[config.mk]
export PLATFORM = sky130hd
export DESIGN_NAME = lcd_rx_decoder_flat
export DESIGN_NICKNAME = d
export VERILOG_FILES = /design/src/rtl/lcd_rx_decoder_if.sv /design/src/rtl/lcd_rx_decoder.sv /design/src/flat_wrapper.sv
export SDC_FILE = /design/constraint.sdc
export NUM_CORES = 1
export LEC_CHECK = 0
export CORE_MARGIN = 4
export CORE_UTILIZATION = 49
export CTS_BUF_LIST = sky130_fd_sc_hd__clkbuf_4 sky130_fd_sc_hd__clkbuf_8
export DETAILED_ROUTE_END_ITERATION = 6
export GPL_ROUTABILITY_DRIVEN = 0
export PLACE_DENSITY_LB_ADDON = 0.05
export REMOVE_ABC_BUFFERS = 1
export SLEW_MARGIN = 20
export SYNTH_ARGS = -nofsm -noshare
export SYNTH_HDL_FRONTEND = slang
export SYNTH_SLANG_ARGS = --single-unit
[constraint.sdc]
create_clock -name clk -period 1.98 [get_ports clk]
set_input_delay 0.198 -clock clk [delete_from_list [all_inputs] [get_ports clk]]
set_output_delay 0.198 -clock clk [all_outputs]
set_load 0.03 [all_outputs]
[src/rtl/lcd_rx_decoder_if.sv]
// 4-bit character-LCD write bus plus the decoded byte stream seen by the monitor.
// master drives the LCD pins, slave is the receive-side decoder.
interface lcd_rx_decoder_if;
    logic       lcd_e;
    logic       lcd_rs;
    logic       lcd_rw;
    logic [3:0] sf_d;
    logic       byte_valid;
    logic [7:0] byte_data;
    logic       byte_rs;
    logic       mode4;
    logic       busy;
    logic [5:0] err;
    logic       nib_phase;

    modport master (
        output lcd_e, lcd_rs, lcd_rw, sf_d,
        input  byte_valid, byte_data, byte_rs, mode4, busy, err, nib_phase
    );

    modport slave (
        input  lcd_e, lcd_rs, lcd_rw, sf_d,
        output byte_valid, byte_data, byte_rs, mode4, busy, err, nib_phase
    );
endinterface

[src/rtl/lcd_rx_decoder.sv]
// Receive-side decoder and protocol checker for the 4-bit LCD write bus.
//   state  | meaning
//   S_INIT | power-on mode, every E pulse is a single nibble
//   S_HI   | 4-bit mode, expecting the high nibble
//   S_LO   | 4-bit mode, expecting the low nibble
module lcd_rx_decoder #(
    parameter int SETUP_MIN = 2,
    parameter int E_MIN     = 12,
    parameter int NIB_GAP   = 50,
    parameter int CMD_GAP   = 2000,
    parameter int CLR_GAP   = 82000,
    parameter int INIT_SKIP = 1
) (
    input  logic              clk,
    input  logic              reset,
    lcd_rx_decoder_if.slave   bus
);
    localparam int SW = $clog2(SETUP_MIN + 1);
    localparam int EW = $clog2(E_MIN + 1);
    localparam int GW = $clog2(NIB_GAP + 1);
    localparam logic [SW-1:0] SETUP_LIM = SW'(SETUP_MIN);
    localparam logic [EW-1:0] E_LIM     = EW'(E_MIN);
    localparam logic [GW-1:0] GAP_LIM   = GW'(NIB_GAP);
    localparam logic [16:0]   CMD_LD    = 17'(CMD_GAP);
    localparam logic [16:0]   CLR_LD    = 17'(CLR_GAP);

    typedef enum logic [1:0] {S_INIT, S_HI, S_LO} state_t;
    state_t state, state_nx;

    logic          e_q, rs_q;
    logic [3:0]    d_q;
    logic [SW-1:0] stab;
    logic [EW-1:0] e_cnt;
    logic [GW-1:0] gap;
    logic [16:0]   busy_cnt;
    logic          unchk;
    logic [3:0]    hi_nib;
    logic          hi_rs;
    logic          bv_r, br_r;
    logic [7:0]    bd_r;
    logic [5:0]    err_r;

    logic rise, fall, din_chg, busy_now;
    logic cap_init, cap_hi, cap_lo, gap_chk, busy_chk;
    logic [7:0] lo_byte;
    logic is_clr;

    assign din_chg  = {bus.lcd_rs, bus.sf_d} != {rs_q, d_q};
    // A pulse already high when reset is released has no observable rise.
    assign rise     = bus.lcd_e & ~e_q & ~unchk;
    assign fall     = ~bus.lcd_e & e_q;
    assign busy_now = busy_cnt != 17'd0;
    assign lo_byte  = {hi_nib, d_q};
    assign is_clr   = ~hi_rs && (lo_byte == 8'h01);

    always_ff @(posedge clk) begin
        if (!reset)
            state <= (INIT_SKIP != 0) ? S_HI : S_INIT;
        else
            state <= state_nx;
    end

    always_comb begin
        state_nx = state;
        case (state)
            S_INIT:  if (fall && d_q == 4'h2) state_nx = S_HI;
            S_HI:    if (fall) state_nx = S_LO;
            S_LO:    if (fall) state_nx = S_HI;
            default: state_nx = S_HI;
        endcase
    end

    always_comb begin
        cap_init = 1'b0;
        cap_hi   = 1'b0;
        cap_lo   = 1'b0;
        gap_chk  = 1'b0;
        busy_chk = 1'b0;
        case (state)
            S_INIT: begin
                cap_init = fall;
                busy_chk = rise;
            end
            S_HI: begin
                cap_hi   = fall;
                busy_chk = rise;
            end
            S_LO: begin
                cap_lo   = fall;
                gap_chk  = rise;
            end
            default: ;
        endcase
    end

    always_ff @(posedge clk) begin
        if (!reset) begin
            e_q      <= 1'b0;
            rs_q     <= 1'b0;
            d_q      <= 4'h0;
            stab     <= '0;
            e_cnt    <= '0;
            gap      <= '0;
            busy_cnt <= 17'd0;
            unchk    <= 1'b1;
            hi_nib   <= 4'h0;
            hi_rs    <= 1'b0;
            bv_r     <= 1'b0;
            bd_r     <= 8'h00;
            br_r     <= 1'b0;
            err_r    <= 6'h00;
        end else begin
            e_q  <= bus.lcd_e;
            rs_q <= bus.lcd_rs;
            d_q  <= bus.sf_d;
            bv_r <= 1'b0;

            if (!bus.lcd_e) unchk <= 1'b0;

            if (din_chg) stab <= '0;
            else if (stab < SETUP_LIM) stab <= stab + 1'b1;

            // The rise cycle itself counts as the first E-high cycle.
            if (rise) e_cnt <= EW'(1);
            else if (bus.lcd_e && e_cnt < E_LIM) e_cnt <= e_cnt + 1'b1;

            if (cap_hi) gap <= GW'(1);
            else if (gap < GAP_LIM) gap <= gap + 1'b1;

            if (cap_init) busy_cnt <= CMD_LD;
            else if (cap_lo) busy_cnt <= is_clr ? CLR_LD : CMD_LD;
            else if (busy_now) busy_cnt <= busy_cnt - 1'b1;

            if (cap_init) begin
                bv_r <= 1'b1;
                bd_r <= {d_q, 4'h0};
                br_r <= rs_q;
            end
            if (cap_hi) begin
                hi_nib <= d_q;
                hi_rs  <= rs_q;
            end
            if (cap_lo) begin
                bv_r <= 1'b1;
                bd_r <= lo_byte;
                br_r <= hi_rs;
            end

            if (rise && stab < SETUP_LIM)          err_r[0] <= 1'b1;
            if (gap_chk && gap < GAP_LIM)          err_r[0] <= 1'b1;
            if (fall && !unchk && e_cnt < E_LIM)   err_r[1] <= 1'b1;
            if (e_q && bus.lcd_e && din_chg)       err_r[2] <= 1'b1;
            if (busy_chk && busy_now)              err_r[3] <= 1'b1;
            if (cap_lo && rs_q != hi_rs)           err_r[4] <= 1'b1;
            if (bus.lcd_e && bus.lcd_rw)           err_r[5] <= 1'b1;
        end
    end

    assign bus.byte_valid = bv_r;
    assign bus.byte_data  = bd_r;
    assign bus.byte_rs    = br_r;
    assign bus.mode4      = (state != S_INIT);
    assign bus.nib_phase  = (state == S_LO);
    assign bus.busy       = busy_now;
    assign bus.err        = err_r;
endmodule

[src/flat_wrapper.sv]
// flat-port wrapper written by rule: the top's interface ports become plain ports
module lcd_rx_decoder_flat 
#(
    parameter int SETUP_MIN = 2,
    parameter int E_MIN     = 12,
    parameter int NIB_GAP   = 50,
    parameter int CMD_GAP   = 2000,
    parameter int CLR_GAP   = 82000,
    parameter int INIT_SKIP = 1
)
  (clk, reset, bus_lcd_e, bus_lcd_rs, bus_lcd_rw, bus_sf_d, bus_byte_valid, bus_byte_data, bus_byte_rs, bus_mode4, bus_busy, bus_err, bus_nib_phase);
  lcd_rx_decoder_if bus_i ();
  input  logic clk;
  input  logic reset;
  input wire logic [$bits(bus_i.lcd_e)-1:0] bus_lcd_e;
  input wire logic [$bits(bus_i.lcd_rs)-1:0] bus_lcd_rs;
  input wire logic [$bits(bus_i.lcd_rw)-1:0] bus_lcd_rw;
  input wire logic [$bits(bus_i.sf_d)-1:0] bus_sf_d;
  output wire logic [$bits(bus_i.byte_valid)-1:0] bus_byte_valid;
  output wire logic [$bits(bus_i.byte_data)-1:0] bus_byte_data;
  output wire logic [$bits(bus_i.byte_rs)-1:0] bus_byte_rs;
  output wire logic [$bits(bus_i.mode4)-1:0] bus_mode4;
  output wire logic [$bits(bus_i.busy)-1:0] bus_busy;
  output wire logic [$bits(bus_i.err)-1:0] bus_err;
  output wire logic [$bits(bus_i.nib_phase)-1:0] bus_nib_phase;
  assign bus_i.lcd_e = bus_lcd_e;
  assign bus_i.lcd_rs = bus_lcd_rs;
  assign bus_i.lcd_rw = bus_lcd_rw;
  assign bus_i.sf_d = bus_sf_d;
  assign bus_byte_valid = bus_i.byte_valid;
  assign bus_byte_data = bus_i.byte_data;
  assign bus_byte_rs = bus_i.byte_rs;
  assign bus_mode4 = bus_i.mode4;
  assign bus_busy = bus_i.busy;
  assign bus_err = bus_i.err;
  assign bus_nib_phase = bus_i.nib_phase;
  lcd_rx_decoder #(.SETUP_MIN(SETUP_MIN), .E_MIN(E_MIN), .NIB_GAP(NIB_GAP), .CMD_GAP(CMD_GAP), .CLR_GAP(CLR_GAP), .INIT_SKIP(INIT_SKIP)) u_core (.clk(clk), .reset(reset), .bus(bus_i));
endmodule
* After elaboration in Yosys (flattened, before gate mapping)
Index checks and enable logic that the tools add are counted.
** Operators by class
- Eq/ne operators :: 9
- Reduce and logical (&&, ||, !) cells :: 28
- Mux-type cells :: 25
- Magnitude comparators :: 3
- Bitwise logic cells :: 8
- Add/subtract/negate cells :: 4
** Operators with widths (number)
- $mux 17 :: 3
- $reduce_bool 17->1 :: 1
- $sub 17x1->17 const B :: 1
- $mux 8 :: 2
- $mux 1 :: 15
- $logic_and 1x1->1 :: 12
- $reduce_bool 2->1 :: 6
- $mux 11 :: 1
- $reduce_or 2->1 :: 5
- $eq 8x1->1 const B :: 1
- $add 6x1->6 const B :: 1
- $lt 6x6->1 const B :: 1
- $mux 2 :: 3
- $ne 2x1->1 const B :: 3
- $pmux 2 s3 :: 1
- $ne 5x5->1 :: 1
- $not 1->1 :: 5
- $add 4x1->4 const B :: 1
- $eq 4x2->1 const B :: 1
- $lt 4x4->1 const B :: 1
- $and 1x1->1 :: 3
- $reduce_and 3->1 :: 1
- $reduce_bool 3->1 :: 1
- $add 2x1->2 const B :: 1
- other kinds (6) :: 6
** Word-level totals
- Input port bits :: 9
- Output and inout port bits :: 19
- Flip-flop bits (word level) :: 59
- Logic and storage cells :: 100

* Depth between registers and ports, before layout
Gate-level depths: netlist (run 1).
- Depth after elaboration :: 6
- Gate-level depth with buffers :: 7
- Mapped depth without buffers :: 7

* Least setup slack after synthesis (run 1)
Ideal clock, no wire load.
- Path type :: register to register
- Start :: register u_core.state[1]
- End :: register u_core.busy_cnt[9]
- Cell stages (with the launch flop) :: 7
- Path buffers :: 1
- Required time :: 1.864 ns
- Setup slack :: 0.116 ns
- Library setup time :: 0.116 ns
- Arrival time :: 1.749 ns
- Clock period less this slack :: 1.864 ns
- Path through :: dfxtp_1 > buf_2 > nor2b_1 > nand3b_1 > o31ai_1 > o21ai_0 > a31o_1
** Between the ends
- Word-level cells in the longest chain between the ends :: 4
- Elaborated cells on any way between the ends :: 7
- Those cells by class :: eq/ne (1); mux (4); reduce/logical (2)
** RTL lines
- start: declaration :: line lcd_rx_decoder.sv:28 : state_t state, state_nx;
- start signal: assignment :: line lcd_rx_decoder.sv:58 : state <= (INIT_SKIP != 0) ? S_HI : S_INIT;
- start signal: assignment :: line lcd_rx_decoder.sv:60 : state <= state_nx;
- $eq 2x2->1 *
- named net bus_nib_phase :: line flat_wrapper.sv:25 : output wire logic [$bits(bus_i.nib_phase)-1:0] bus_nib_phase;
- $mux 1 * :: line lcd_rx_decoder.sv:79 : case (state)
- $mux 17 :: line lcd_rx_decoder.sv:131 : else if (cap_lo) busy_cnt <= is_clr ? CLR_LD : CMD_LD;
- $mux 11 :: line lcd_rx_decoder.sv:130 : if (cap_init) busy_cnt <= CMD_LD;
- end signal: assignment :: line lcd_rx_decoder.sv:131
- end signal: assignment :: line lcd_rx_decoder.sv:132 : else if (busy_now) busy_cnt <= busy_cnt - 1'b1;
- end: declaration :: line lcd_rx_decoder.sv:35 : logic [16:0] busy_cnt;
The timed path passes the listed nets; every way through them passes the cells marked *.
A chain may end at the register's enable or synchronous reset.

* Final worst setup path (run 1)
- Start :: register u_core.busy_cnt[1]
- End :: output bus_busy
** Between the ends
- Word-level cells in the longest chain between the ends :: 1
** RTL lines
- $reduce_bool 17->1 :: line lcd_rx_decoder.sv:52 : assign busy_now = busy_cnt != 17'd0;
- end: declaration :: line flat_wrapper.sv:23 : output wire logic [$bits(bus_i.busy)-1:0] bus_busy;
Every way passes these cells.

==> results of run 1 <==
==> layer usage <==
metal,wire length [um],GRT usage (%),vias up
li1,-,-,1076
met1,2700,25.8,986
met2,2520,29.1,41
met3,212,5.21,7
met4,63,7.77,0
met5,0,0,-
==> power by group <==
part           internal (mW)  switching [mW]  total, mW  leakage (nW)
Sequential              1.34           0.166       1.50         0.482
Combinational          0.726           0.805       1.53         0.632
Clock                  0.770           0.458       1.23         0.119
==> per-stage QoR <==
stage / TNS [ns] / setup WS (ns) / cell area [um^2] / cells / total power [mW]
6_report: 0 / 0.136 / 3250 / 402 / 4.26
5_1_grt: 0 / 0.0119 / 3250 / 402 / 4.54
4_1_cts: 0 / 0.103 / 3250 / 402 / 4.31
3_5_place_dp: 0 / 0.0417 / 3020 / 385 / 3.05
3_3_place_gp: 0 / 0.0620 / 3020 / 385 / 3.04
2_1_floorplan: -0.0865 / -0.0865 / 2550 / 272 / 2.61
==> cells by family (layout without fill, tap and decap cells) <==
group                    count (synthesis)  in the layout  share of synthesized area [%]
adder cells (fa/ha/maj)                  3              3                           1.45
buffers and inverters                   13             63                           2.22
multiplexers                            10             10                           3.86
AO/OA/AOI/OAI                           49             49                           13.2
XOR/XNOR                                23             23                           7.77
AND/OR/NAND/NOR                        125            125                           26.0
flip-flops                              59             59                           45.5
==> layout by cell type (no fill, tap or decap), drive strengths merged, types with 2 or more instances in the layout <==
master / n
or3b: 2
nand2b: 6
a211oi: 8
nor3b: 2
mux2i: 10
a21oi: 23
clkinv: 3
o311ai: 2
clkdlybuf4s50: 25
nor2: 45
nand4: 3
o31ai: 3
xnor2: 11
a31oi: 3
nand3: 10
buf: 19
dfxtp: 59
and3: 2
nor4: 6
clkbuf: 11
nand2: 26
ha: 3
or3: 2
nor3: 7
nand3b: 2
xor2: 12
and2: 6
inv: 3
or2: 3
bufinv: 2
o21ai: 3
==> worst max path at each step <==
stage | from | endpoint | slack (ns) | cells past startpoint
6_report | u_core.busy_cnt[1] | bus_busy | 0.14 | 6
5_1_grt | u_core.busy_cnt[0] | u_core.busy_cnt[8] | 0.01 | 8
4_1_cts | u_core.busy_cnt[0] | bus_busy | 0.10 | 6
3_5_place_dp | u_core.busy_cnt[0] | bus_busy | 0.04 | 6
3_3_place_gp | u_core.busy_cnt[0] | bus_busy | 0.06 | 6
2_1_floorplan | u_core.state[1] | u_core.busy_cnt[9] | -0.09 | 5
==> area by class of cell <==
| cell class | count | area (um^2) |
|---|---|---|
| fillers | 441 | 1860 |
| well taps | 70 | 87.6 |
| multi-input cells | 210 | 1360 |
| repair buffers | 44 | 390 |
| flip-flops and latches | 59 | 1180 |
| clock inverters | 5 | 75.1 |
| inverters | 3 | 11.3 |
| clock buffers | 11 | 151 |
==> worst register-to-register path, cell delays in order (launching register included) <==
cell and delay (ns):
dfxtp_1 0.31, inv_1 0.05, ha_1 0.18, or3b_4 0.43, buf_4 0.16, nor3_1 0.20
xor2_1 0.19, nand2_1 0.07, a21oi_1 0.14
==> flip-flops by register name, summed over array words and instances (netlist names), 2 cells and up <==
signal                cells
u_core.busy_cnt          17
u_core.bus.byte_data      8
u_core.bus.err            6
u_core.d_q                4
u_core.gap                6
u_core.hi_nib             4
u_core.state              2
u_core.e_cnt              4
u_core.stab               2
==> timing repair <==
| action | in CTS | in global routing |
|---|---|---|
| resized for setup | 5 | 0 |
| setup buffers | 1 | 0 |
| setup endpoints to repair | 1 | 0 |
| endpoints found under the hold margin | 0 | 0 |
==> run_results.csv, run 1 <==
group,metric,value,unit
status,status,"complete, no violations",
clock_network,cts_tree,"done",
worst_setup_path,r2r_slack,0.17,ns
worst_setup_path,worst-setup-path-type,"flop to output port",
logic_synthesis,synth_cell_types,53,
grt,grt_pass1_vias,2054,
grt,track_usage,19.2,%
worst_setup_path,reg2reg_depth,8,
worst_setup_path,startpoint_type,"flop",
sta,min_period,1.84,ns
worst_setup_path,cp_slowest_cell,"or3b_4",
clock_network,clock_latency,0.33,ns
logic_synthesis,syn_inst,282,
logic_synthesis,synthFlopType,"dfxtp_1",
sta,hold_viol,0,
logic_synthesis,ys_seq_elements,59,
finish,final_nets,339,
logic_synthesis,yosysTopAreaCellShare,45.5,%
power_and_ir_drop,powerDensity,1310,nW/um^2
run,maxCapViolCount,0,
finish,fin_util,63.7,%
floorplan,start_util,50.8,%
grt,grt_pass1_wl,9.66,mm
worst_setup_path,cp.required,1.78,ns
logic_synthesis,syn_area,2590,um^2
logic_synthesis,synth.most_common_cell,"dfxtp_1",
floorplan,io_pins,28,
floorplan,die_w,80.8,um
logic_synthesis,synthTopCellsByArea,"dfxtp_1 46%, nor2_1 6.2%, a21oi_1 4.2%",
worst_setup_path,crit_family,"simple AND/OR/NAND/NOR gates",
clock_network,htree_levels,3,
worst_setup_path,crit_fanout,4,
worst_setup_path,crit_chain,"inv_1 > ha_1 > or3b_4 > nor2_8 > nand2_2 > buf_2",
drt,vias_per_cell,5.25,
logic_synthesis,synth.yosys.warnings,0,
worst_setup_path,path_buf_inv,2,
drt,drt_wl_total,5.50,mm
drt,vias,2110,
sta,fin_hold_ws,0.461,ns
placed_design,hpwl,3.88,mm
clock_network,clk_transition_reported_paths,0.07,ns
floorplan,rows,26,
sta,maxSlewHeadroom,55.9,%
finish,syn_to_final_growth,25.4,%
power_and_ir_drop,leakagePower,1.23,nW
finish,drive_above_1_share,16.6,%
min_path,worstHoldStart,"u_core.bus.byte_data[3]",
power_and_ir_drop,vdd_drop_max,0.886,mV
worst_setup_path,crit_arrival,1.65,ns
grt,overflow,0,
sta,setup_viol,0,
sta,fin_worst_skew,0.00542,ns
min_path,holdPathEnd,"u_core.bus.byte_data[3]",
clock_network,cts_root_buf,"clkbuf_8",
grt,antenna_found_initial,0,
floorplan,die-area,6520,um^2
min_path,hold_path_class,"flop to flop",
clock_network,cts_buffer_depth,2,
sta,clock.fmax,542,MHz
logic_synthesis,synthArstFlopShare,0,%
logic_synthesis,synth_area_per_cell,9.20,um^2
logic_synthesis,synth_common_cells,"59 x dfxtp_1, 43 x nor2_1, 24 x nand2_1",
floorplan,die_y,80.8,um
drt,drtPass1Iterations,4,
finish,diodes,0,
worst_setup_path,r2r-end,"u_core.busy_cnt[8]",
drt,drc_errors,0,
clock_network,cts_buffers,9,
worst_setup_path,end_kind,"output port",
sta,tightest_slew,0.651,ns
drt,dr.first_iter.drc_count,69,
sta,finalMaxSlewViolations,0,
grt,grt_max_degree,26,
clock_network,ctsHoldBuffers,0,
floorplan,fp.coreArea,5110,um^2
placed_design,io_buffer_count,27,
min_path,min_path_cells,2,
worst_setup_path,slowest_delay,0.43,ns
logic_synthesis,seq_area_frac_synth,45.5,%
logic_synthesis,synth_edf_count,0,
clock_network,clkSinkCount,59,
worst_setup_path,timing.rr.start,"u_core.busy_cnt[1]",
drt,post_drt_wl_per_cell,13.7,um
drt,drtAntennaViolNets,0,
sta,post-route-period-util,93.1,%
sta,rsz0062_at_grt,"no",
logic_synthesis,yosysTopAreaCell,"dfxtp_1",
No activity file was read; power rests on OpenSTA's default activity.
==> run 2, diff against run 1 <==
--- a/config.mk
+++ b/config.mk
@@ -5,6 +5,7 @@
 export SDC_FILE = /design/constraint.sdc
 export NUM_CORES = 1
 export LEC_CHECK = 0
+export ABC_AREA = 1
 export CORE_MARGIN = 4
 export CORE_UTILIZATION = 49
 export CTS_BUF_LIST = sky130_fd_sc_hd__clkbuf_4 sky130_fd_sc_hd__clkbuf_8
==> run_results.csv, run 2 <==
group,metric,value,unit
logic_synthesis,seq_area_frac_synth,41.5,%
logic_synthesis,synth_common_cells,"81 x nand2_1, 59 x dfxtp_1, 51 x inv_1",
drt,drtAntennaViolNets,0,
finish,seq_area,1180,um^2
logic_synthesis,ys_seq_elements,59,
grt,grt_pass1_wl,11.1,mm
clock_network,htree_levels,3,
worst_setup_path,worst-setup-path-type,"flop to output port",
power_and_ir_drop,powerDensity,1220,nW/um^2
placed_design,hpwl,4.73,mm
worst_setup_path,cp_slowest_cell,"clkdlybuf4s50_1",
floorplan,rows,27,
floorplan,die_y,84.2,um
placed_design,io_buffer_count,27,
power_and_ir_drop,seq_power_share,36.4,%
floorplan,die-area,7090,um^2
clock_network,cts_tree,"done",
floorplan,fp.coreArea,5570,um^2
sta,min_period,1.86,ns
worst_setup_path,startpoint_type,"flop",
placed_design,place_ws,0.134,ns
run,maxCapViolCount,0,
worst_setup_path,path_buf_inv,2,
logic_synthesis,synthArstFlopShare,0,%
finish,final_common_cell,"nand2_1",
logic_synthesis,synth.yosys.warnings,0,
worst_setup_path,crit_fanout,5,
finish,final_cells,501,
sta,setup_viol,0,
sta,maxSlewHeadroom,73.9,%
worst_setup_path,slowest_delay,0.68,ns
sta,finalMaxSlewViolations,0,
clock_network,ctsHoldBuffers,0,
clock_network,cts_root_buf,"clkbuf_8",
grt,grt_max_degree,15,
min_path,hold_path_class,"flop to flop",
power_and_ir_drop,p_sw_share,39.9,%
logic_synthesis,synth_cell_types,41,
worst_setup_path,crit_arrival,1.66,ns
finish,top_register,"u_core.busy_cnt",
worst_setup_path,cp.required,1.78,ns
finish,multiInputGateArea,1380,um^2
sta,setup_slack,0.118,ns
finish,syn_to_final_growth,18.5,%
logic_synthesis,synthFlopType,"dfxtp_1",
floorplan,io_pins,28,
finish,drive_above_1_share,12.6,%
sta,tightest_slew,0.390,ns
clock_network,clkSinkCount,59,
finish,diodes,0,
logic_synthesis,synth_area_per_cell,7.37,um^2
grt,overflow,0,
power_and_ir_drop,clock_power_share,23.4,%
drt,post_drt_wl_per_cell,12.5,um
logic_synthesis,syn_inst,386,
sta,fin_hold_ws,0.446,ns
power_and_ir_drop,intPower,2.48,mW
power_and_ir_drop,leakagePower,1.51,nW
drt,vias,2487,
finish,fin_util,60.5,%
drt,vias_per_cell,4.96,
drt,drtPass1Iterations,4,
drt,drt_wl_total,6.25,mm
logic_synthesis,syn_area,2840,um^2
finish,final_nets,437,
placed_design,placed_area,3210,um^2
clock_network,cts_buffer_depth,2,
logic_synthesis,synth.most_common_cell,"nand2_1",
sta,rsz0062_at_grt,"no",
power_and_ir_drop,power,4.13,mW
finish,n_fill_cell,545,
logic_synthesis,synth_edf_count,0,
clock_network,clk_transition_reported_paths,0.06,ns
drt,drc_errors,0,
sta,post-route-period-util,94.0,%
sta,fin_worst_skew,0.00893,ns
worst_setup_path,crit_family,"buffers and inverters",
grt,grt_pass1_vias,2403,
logic_synthesis,yosysTopAreaCell,"dfxtp_1",
grt,track_usage,19.3,%
finish,largest_reg_flops,17,
clock_network,post-cts-setup-buffers,0,
floorplan,start_util,51.0,%
clock_network,clock_latency,0.34,ns
logic_synthesis,synthTopCellsByArea,"dfxtp_1 42%, nand2_1 11%, inv_1 6.7%",
finish,final_cell_mix,"81 x nand2_1, 59 x dfxtp_1, 51 x inv_1",
sta,setup_tns,0,ns
sta,hold_viol,0,
finish,final_area,3370,um^2
sta,clock.fmax,537,MHz
logic_synthesis,yosysTopAreaCellShare,41.5,%
worst_setup_path,crit_chain,"nor2_1 > inv_1 > clkdlybuf4s50_1",
grt,antenna_found_initial,0,
status,status,"complete, no violations",
power_and_ir_drop,p_switching,1.65,mW
power_and_ir_drop,combPwrFrac,40.2,%
worst_setup_path,end_kind,"output port",
drt,dr.first_iter.drc_count,159,
floorplan,die_w,84.2,um
power_and_ir_drop,vdd_drop_max,0.668,mV
clock_network,cts_buffers,9,
placed_design,dp.cells,486,
-- run 2: power by group through the flow --
stage / Clock [mW] / Combinational, mW / Sequential (mW)
3_3_place_gp: 0 / 1.63 / 1.52
3_5_place_dp: 0 / 1.66 / 1.53
5_1_grt: 1.03 / 1.92 / 1.53
2_1_floorplan: 0 / 1.27 / 1.50
4_1_cts: 0.982 / 1.66 / 1.50
6_report: 0.967 / 1.66 / 1.50
-- run 2: area by class of cell --
| class | count | area share (%) |
|---|---|---|
| well taps | 72 | 2.67 |
| repair buffers | 35 | 9.61 |
| flip-flops and latches | 59 | 35.0 |
| clock inverters | 3 | 0.445 |
| clock buffers | 12 | 4.53 |
| multi-input cells | 262 | 40.9 |
| inverters | 58 | 6.83 |
-- run 2: metal layers --
layer,vias up,track usage [%],wire length (um)
li1,1318,-,-
met1,1107,25.9,3150
met2,51,30.3,2730
met3,11,4.12,262
met4,0,7.46,108
met5,-,0,0
-- run 2: logic make-up after synthesis --
logic type | count (synthesis) | share of synthesized area (%)
simple gates | 189 | 31.9
buf+inv | 65 | 10.0
compound gates | 62 | 12.8
flops | 59 | 41.5
xor+xnor | 8 | 2.46
fa+ha+maj | 3 | 1.32
-- run 2: repair_timing --
action,4_1_cts,5_1_grt
endpoints found under the setup margin,2,1
gates resized for setup,2,2
hold endpoints to repair,0,0
-- run 2: worst paths after layout --
kind / startpoint / to / slack [ns] / depth (start not counted)
setup reg to reg: u_core.busy_cnt[0] / u_core.busy_cnt[1] / 0.35 / 9
hold / removal: u_core.bus.err[2] / u_core.bus.err[2] / 0.45 / 2
hold reg to reg: u_core.bus.err[2] / u_core.bus.err[2] / 0.45 / 2
setup / recovery: u_core.state[0] / bus_mode4 / 0.12 / 3
-- run 2: worst register-to-register path, delay by kind of cell (launching register included) --
| family | cells | cell delay [ns] |
|---|---|---|
| AOI/OAI and AO/OA | 1 | 0.17 |
| and+or+nand+nor | 5 | 0.66 |
| DFF | 1 | 0.31 |
| adders and majority gates | 1 | 0.19 |
| buffers and inverters | 2 | 0.23 |
==> run 3, diff against run 2 <==
--- a/config.mk
+++ b/config.mk
@@ -13,7 +13,6 @@
 export GPL_ROUTABILITY_DRIVEN = 0
 export PLACE_DENSITY_LB_ADDON = 0.05
 export REMOVE_ABC_BUFFERS = 1
-export SLEW_MARGIN = 20
 export SYNTH_ARGS = -nofsm -noshare
 export SYNTH_HDL_FRONTEND = slang
 export SYNTH_SLANG_ARGS = --single-unit
==> results of run 3 <==
Final layout, timing and power as in run 2 (identical DEF).
